## config.mk

```make
export PLATFORM = sky130hd
export DESIGN_NAME = ddr3_arbiter
export DESIGN_NICKNAME = d
export VERILOG_FILES = /design/src/rtl/ddr3_arbiter_pkg.sv /design/src/rtl/ddr3_arbiter_pick.sv /design/src/rtl/ddr3_arbiter.sv
export SDC_FILE = /design/constraint.sdc
export NUM_CORES = 1
export LEC_CHECK = 0
export CORE_ASPECT_RATIO = 0.8
export CORE_MARGIN = 2
export CORE_UTILIZATION = 38
export CTS_CLUSTER_SIZE = 24
export DETAILED_ROUTE_END_ITERATION = 10
export PLACE_DENSITY = 0.95
export RECOVER_POWER = 100
export SLEW_MARGIN = 20
export SYNTH_ARGS = -nofsm -noshare
export SYNTH_HDL_FRONTEND = slang
export SYNTH_HIERARCHICAL = 1
export SYNTH_SLANG_ARGS = --single-unit
```

## constraint.sdc

```tcl
create_clock -name clk -period 6.2 [get_ports clk]
set_input_delay 1.86 -clock clk [delete_from_list [all_inputs] [get_ports clk]]
set_output_delay 1.86 -clock clk [all_outputs]
set_load 0.01 [all_outputs]
```

## src/rtl/ddr3_arbiter_pkg.sv

```systemverilog
// Shared types and constants for the DDR3 access-port arbiter.
package ddr3_arbiter_pkg;

    localparam int DDR3_ADDR_W = 28;

    typedef enum logic {
        IDLE = 1'b0,
        OWN  = 1'b1
    } ddr3_arb_state_t;

    // Index width that stays legal for a single requester.
    function automatic int idx_width(input int n);
        return (n > 1) ? $clog2(n) : 1;
    endfunction

endpackage

```

## src/rtl/ddr3_arbiter_pick.sv

```systemverilog
// Combinational winner selector: first set request at or after i_start, wrapping.
// Used with i_start = 0 for fixed priority and last_owner+1 for round-robin.
module ddr3_arb_pick
    import ddr3_arbiter_pkg::*;
#(
    parameter int N     = 4,
    parameter int IDX_W = idx_width(N)
) (
    input  logic [N-1:0]     i_req,
    input  logic [IDX_W-1:0] i_start,
    output logic [N-1:0]     o_onehot,
    output logic [IDX_W-1:0] o_idx,
    output logic             o_any
);

    logic [IDX_W-1:0] w_cand;

    // NOTE: blocking assignments inside always_comb evaluate in order; scanning
    // from the farthest offset down lets the nearest requester overwrite last and win.
    always_comb begin
        o_onehot = '0;
        o_idx    = '0;
        w_cand   = '0;
        for (int k = N - 1; k >= 0; k--) begin
            w_cand = IDX_W'((int'(i_start) + k) % N);
            if (i_req[w_cand]) begin
                o_onehot         = '0;
                o_onehot[w_cand] = 1'b1;
                o_idx            = w_cand;
            end
        end
    end

    assign o_any = |i_req;

endmodule

```

## src/rtl/ddr3_arbiter.sv

```systemverilog
// Registered-grant arbiter sharing one DDR3 access port among NUM_REQ requesters.
// Define DDR3_ARB_RR_EN for round-robin winner selection; default is fixed priority.
module ddr3_arbiter
    import ddr3_arbiter_pkg::*;
#(
    parameter int NUM_REQ  = 4,
    parameter int ADDR_W   = DDR3_ADDR_W,
    parameter int MAX_HOLD = 1024
) (
    input  logic                      clk,
    input  logic                      reset,
    input  logic [NUM_REQ-1:0]        i_req,
    input  logic [NUM_REQ*ADDR_W-1:0] i_req_addr,
    input  logic [NUM_REQ-1:0]        i_req_rd,
    input  logic [NUM_REQ-1:0]        i_req_wr,
    input  logic [NUM_REQ*8-1:0]      i_req_din,
    output logic [NUM_REQ-1:0]        o_req_ready,
    output logic [NUM_REQ-1:0]        o_grant,
    output logic [ADDR_W-1:0]         o_ddr3_addr,
    output logic                      o_ddr3_rd,
    output logic                      o_ddr3_wr,
    output logic [7:0]                o_ddr3_din,
    input  logic                      i_ddr3_ready,
    output logic                      o_ddr3_request
);

    localparam int                IDX_W    = idx_width(NUM_REQ);
    localparam int                HOLD_W   = (MAX_HOLD > 1) ? $clog2(MAX_HOLD) : 1;
    localparam logic [HOLD_W-1:0] HOLD_SAT = (MAX_HOLD > 1) ? HOLD_W'(MAX_HOLD - 1) : '0;

    ddr3_arb_state_t    r_state,    w_state_nxt;
    logic [NUM_REQ-1:0] r_grant,    w_grant_nxt;
    logic [IDX_W-1:0]   r_owner,    w_owner_nxt;
    logic [HOLD_W-1:0]  r_hold_cnt, w_hold_nxt;
    logic               r_pending,  w_pending_nxt;
    logic               r_seen_low, w_seen_low_nxt;

    logic [ADDR_W-1:0]  w_addr_arr [NUM_REQ];
    logic [7:0]         w_din_arr  [NUM_REQ];
    logic [IDX_W-1:0]   w_start;
    logic [IDX_W-1:0]   w_pick_idx;
    logic [NUM_REQ-1:0] w_pick_onehot;
    logic               w_pick_any;
    logic [NUM_REQ-1:0] w_ready;
    logic               w_own;
    logic               w_fwd_rd;
    logic               w_fwd_wr;
    logic               w_own_req;
    logic               w_other_req;
    logic               w_hold_hit;
    logic               w_release;

    for (genvar gi = 0; gi < NUM_REQ; gi++) begin : g_slice
        assign w_addr_arr[gi] = i_req_addr[gi*ADDR_W +: ADDR_W];
        assign w_din_arr[gi]  = i_req_din[gi*8 +: 8];
    end

    // r_owner keeps the last granted index after release, so it doubles as last_owner.
`ifdef DDR3_ARB_RR_EN
    assign w_start = (r_owner == IDX_W'(NUM_REQ - 1)) ? '0 : r_owner + IDX_W'(1);
`else
    assign w_start = '0;
`endif

    ddr3_arb_pick #(
        .N     (NUM_REQ),
        .IDX_W (IDX_W)
    ) u_pick (
        .i_req    (i_req),
        .i_start  (w_start),
        .o_onehot (w_pick_onehot),
        .o_idx    (w_pick_idx),
        .o_any    (w_pick_any)
    );

    assign w_own       = (r_state == OWN);
    assign w_ready     = r_grant & {NUM_REQ{i_ddr3_ready & ~r_pending}};
    assign w_fwd_rd    = i_req_rd[r_owner] & w_ready[r_owner];
    assign w_fwd_wr    = i_req_wr[r_owner] & w_ready[r_owner] & ~i_req_rd[r_owner];
    assign w_own_req   = |(i_req & r_grant);
    assign w_other_req = |(i_req & ~r_grant);
    assign w_hold_hit  = (MAX_HOLD != 0) && (r_hold_cnt >= HOLD_SAT);
    assign w_release   = ~r_pending & (~w_own_req | (w_hold_hit & w_other_req));

    assign o_req_ready    = w_ready;
    assign o_grant        = r_grant;
    assign o_ddr3_rd      = w_fwd_rd;
    assign o_ddr3_wr      = w_fwd_wr;
    assign o_ddr3_addr    = w_own ? w_addr_arr[r_owner] : '0;
    assign o_ddr3_din     = w_own ? w_din_arr[r_owner]  : '0;
    assign o_ddr3_request = |r_grant;

    // NOTE: every next-state signal gets a default first so no path leaves it
    // unassigned, which would otherwise infer a latch.
    always_comb begin
        w_state_nxt    = r_state;
        w_grant_nxt    = r_grant;
        w_owner_nxt    = r_owner;
        w_hold_nxt     = r_hold_cnt;
        w_pending_nxt  = r_pending;
        w_seen_low_nxt = r_seen_low;

        case (r_state)
            IDLE: begin
                if (w_pick_any) begin
                    w_state_nxt = OWN;
                    w_grant_nxt = w_pick_onehot;
                    w_owner_nxt = w_pick_idx;
                    w_hold_nxt  = '0;
                end
            end
            OWN: begin
                if (r_hold_cnt < HOLD_SAT) begin
                    w_hold_nxt = r_hold_cnt + HOLD_W'(1);
                end
                if (w_release) begin
                    w_state_nxt = IDLE;
                    w_grant_nxt = '0;
                end
            end
            default: begin
                w_state_nxt = IDLE;
                w_grant_nxt = '0;
            end
        endcase

        // A command completes once ready has been low and then comes back high.
        if (w_fwd_rd || w_fwd_wr) begin
            w_pending_nxt  = 1'b1;
            w_seen_low_nxt = 1'b0;
        end else if (r_pending) begin
            if (!i_ddr3_ready) begin
                w_seen_low_nxt = 1'b1;
            end else if (r_seen_low) begin
                w_pending_nxt  = 1'b0;
                w_seen_low_nxt = 1'b0;
            end
        end
    end

    // NOTE: sequential state uses non-blocking assignments so every register
    // samples the pre-edge values regardless of statement order.
    always_ff @(posedge clk) begin
        if (reset) begin
            r_state    <= IDLE;
            r_grant    <= '0;
            r_owner    <= IDX_W'(NUM_REQ - 1);
            r_hold_cnt <= '0;
            r_pending  <= 1'b0;
            r_seen_low <= 1'b0;
        end else begin
            r_state    <= w_state_nxt;
            r_grant    <= w_grant_nxt;
            r_owner    <= w_owner_nxt;
            r_hold_cnt <= w_hold_nxt;
            r_pending  <= w_pending_nxt;
            r_seen_low <= w_seen_low_nxt;
        end
    end

endmodule

```

==> qor.csv <==
stage,metric,value,unit
hold_path,worst_hold_path_type,flop to flop,
grt,grt_antenna_before_repair,0,
synthesis,synth.yosys.seq_area_share,0.136,
setup_path,cp_cell_sequence,dlygate4sd3_1 > mux4_1 > nor3b_1 > dlygate4sd3_1,
synthesis,synth.cell_area,2790,µm²
route,post-route-drc-count,0,
cts,ctsHoldBuffers,0,
setup_path,timing_worst_setup_path_type,primary input to primary output,
cts,cts_max_path_buffers,2,
cts,cts_tree,done,
timing,hold_viol_final,0,
cts,path_clk_slew,0.08,ns
timing,setup_viol_count_final,0,
cts,cts-buffers-inserted,3,
setup_path,crit_path_frequent_cell,dlygate4sd3_1,
synthesis,synth.avg_cell_area,10.2,µm²
run,drv.max_cap_violation_count,0,
floorplan,core_area,6990,µm²
timing,timing.setup.tns,0,ns
power_and_ir_drop,design_power_total,0.636,mW
floorplan,die_w,99.8,µm
cells_and_area,drive_above_1_share,0.0973,
synthesis,synth.lib_cells_used.distinct,55,
floorplan,die_h,80.7,µm
route,wl_per_cell,19.9,µm
cts,clock_tree.root_cell,clkbuf_8,
floorplan,floorplan.initialDensity,0.399,
grt,grt_overflow,0,
cells_and_area,finalNetCount,642,
cts,ctsResizeCount,0,
cells_and_area,finish.utilization,0.698,
status,run_status,"complete, no violations",
floorplan,io-pin-count,206,
setup_path,worst_path_largest_cell_delay,0.60,ns
setup_path,crit_fanout,2,
timing,finalWorstPathRequiredPeriod,5.57,ns
cts,post_cts_buffers,0,
synthesis,syn-instance-count,274,
timing,slew_at_the_pin_closest_to_its_max_slew_limit,0.953,ns
route,firstDrtPassIters,5,
placement,dpl.hpwl,9.21,mm
placement,port_buffers,205,
timing,rsz0062_at_grt,no,
power_and_ir_drop,power_density,130,nW/µm²
cells_and_area,stdcell_area,4880,µm²
setup_path,kind_of_cell_adding_the_most_delay_to_the_critical_path,buffers and inverters,
setup_path,worstPathRequired,4.34,ns
cells_and_area,antenna_cells_inserted,0,
setup_path,critical_path_buf_inv_count,2,
timing,whs,0.522,ns
route,wl,11.2,mm
route,vias,3197,
cts,numClockSinks,19,
placement,placedInstanceArea,4840,µm²
synthesis,ys_seq_elements,19,
synthesis,async_reset_ff_frac,0,
timing,slew_headroom,0.364,
setup_path,critPathArrivalTime,3.71,ns
route,drt-vias-per-instance,5.71,
floorplan,floorplan.die_area,8050,µm²
route,route.antenna.remaining_nets,0,
timing,maxClockFrequency,179,MHz
timing,final_min_period_over_clock_period,0.899,
synthesis,synthFlopType,dfxtp_1,
timing,clock_skew_after_layout,0.0104,ns
synthesis,edff_count_synth,0,
power_and_ir_drop,worst_ir_drop_vdd,0.0000921,V
cells_and_area,fill_cells,530,
grt,grt_pass1_wl,16.7,mm
setup_path,timing.critical_path.from_type,primary input,
power_and_ir_drop,total_leakage_power,1.91,nW
floorplan,std_cell_rows,27,
cts,clock_insertion_delay_worst_skew,0.26,ns
route,initialDrtViolationCount,292,
placement,gp_congestion,0.879,
setup_path,timing.critical_path.slowest_stage_cell,dlygate4sd3_1,
grt,grt_usage,0.265,
grt,grt_max_degree,31,
cts,h-tree-depth,1,
grt,first_global_vias,3223,
setup_path,critical_path_endpoint_category,primary output,
synthesis,synthesis.yosys.warnings,6,
cells_and_area,syn_to_final_growth,74.8,%
timing,timing.final.max_slew_violations,0,
## layer usage
layer / global-route usage / up-vias / part of all wire
met5: 0 / - / 0
met4: 0.0973 / 0 / 0.031
met3: 0.0557 / 20 / 0.083
met2: 0.467 / 149 / 0.51
met1: 0.322 / 1545 / 0.37
li1: - / 1483 / -
## cell usage after synthesis, drive strengths merged, types with 2 or more instances
| library cell | n | area share |
|---|---|---|
| a21boi | 2 | 0.0054 |
| and4 | 4 | 0.013 |
| and3 | 2 | 0.0045 |
| a311oi | 4 | 0.015 |
| a31oi | 4 | 0.0090 |
| o21ai | 8 | 0.014 |
| nor2 | 7 | 0.0094 |
| dfxtp | 19 | 0.14 |
| nor3 | 2 | 0.0036 |
| buf | 13 | 0.049 |
| o211ai | 3 | 0.0099 |
| ha | 9 | 0.040 |
| nand2b | 4 | 0.0090 |
| nor2b | 4 | 0.0090 |
| mux4 | 42 | 0.35 |
| mux2 | 2 | 0.0081 |
| a221oi | 2 | 0.0063 |
| nor4bb | 2 | 0.0072 |
| a22oi | 3 | 0.0081 |
| a21oi | 12 | 0.022 |
| nand2 | 19 | 0.026 |
| or3b | 2 | 0.0063 |
| and2 | 41 | 0.092 |
| mux2i | 3 | 0.011 |
| inv | 9 | 0.012 |
| clkbuf | 9 | 0.012 |
| nand4 | 7 | 0.016 |
| nand4b | 3 | 0.0094 |
| nand3 | 11 | 0.020 |
| o2111ai | 3 | 0.0094 |
## logic make-up (layout without fill, tap and decap cells)
logic type | Yosys count | count (layout) | share of synthesized area
adders and majority gates | 9 | 9 | 0.0403
xor gates and xnor gates | 1 | 1 | 0.00314
muxes | 47 | 47 | 0.371
and+or+nand+nor | 116 | 116 | 0.248
other | 1 | 10 | 0.00134
buffers and inverters | 31 | 221 | 0.0735
AOI/OAI and AO/OA | 50 | 50 | 0.126
DFF | 19 | 19 | 0.136
## registers in the layout (all words and copies together) (netlist names)
signal / flops
r_owner: 2
r_state: 1
o_grant: 4
r_pending: 1
r_hold_cnt: 10
r_seen_low: 1
## metrics by stage
step	std cells	worst slack, ns
3_3_place_gp	556	0.805
4_1_cts	560	0.751
5_1_grt	560	0.607
3_5_place_dp	556	0.760
6_report	560	0.626
2_1_floorplan	283	1.67
## report_power, final
part           internal, mW  switching, mW  leakage [nW]
Clock                0.0447         0.0424        0.0255
Sequential            0.130         0.0305         0.155
Combinational         0.249          0.139          1.73
Total                 0.424          0.212          1.91
## final timing paths
path | start | end | slack [ns] | depth (start not counted)
worst max-delay path | i_req_wr[1] | o_ddr3_wr | 0.63 | 4
worst max register to register | r_owner[0]$_SDFFE_PP1P_ | r_seen_low$_SDFFE_PP0P_ | 4.06 | 3
worst min register to register | r_hold_cnt[1]$_SDFFE_PP0P_ | r_hold_cnt[1]$_SDFFE_PP0P_ | 0.52 | 2
worst min-delay path | r_hold_cnt[1]$_SDFFE_PP0P_ | r_hold_cnt[1]$_SDFFE_PP0P_ | 0.52 | 2
## cell usage in the layout (no fill, tap or decap), types with 3 or more instances in the layout
master / synthesis / layout
ha_1: 9 / 9
conb_1: 1 / 10
o2111ai_1: 3 / 3
mux2i_1: 3 / 3
clkbuf_8: 0 / 3
inv_1: 9 / 9
buf_4: 0 / 3
a311oi_1: 3 / 3
dlygate4sd3_1: 0 / 49
o211ai_1: 2 / 3
and4_1: 3 / 3
mux4_1: 10 / 10
a31oi_1: 4 / 4
nand4_1: 7 / 7
nand3_1: 11 / 11
a22oi_1: 3 / 3
mux4_2: 32 / 32
a21oi_1: 12 / 12
dfxtp_1: 19 / 18
nand2_1: 19 / 19
nand4b_1: 3 / 3
and2_1: 41 / 39
nand2b_1: 4 / 4
clkdlybuf4s50_1: 0 / 156
nor2b_1: 4 / 4
o21ai_0: 8 / 8
nor2_1: 7 / 7
## final cells by class
cell class / count / area [µm²] / area share
sequential: 19 / 382 / 0.0782
tap: 87 / 109 / 0.0223
inverter: 9 / 33.8 / 0.00692
clock inverter: 1 / 5.00 / 0.00103
multi-input combinational: 233 / 2230 / 0.458
timing repair buffer: 208 / 2070 / 0.425
clock buffer: 3 / 41.3 / 0.00846
## worst reg2reg max path, stage by stage, from the launching register on
cell and delay [ns]:
dfxtp_2 0.95, mux4_1 0.72, o211ai_1 0.24, and3_1 0.18
No activity file was read; power rests on OpenSTA's default activity.
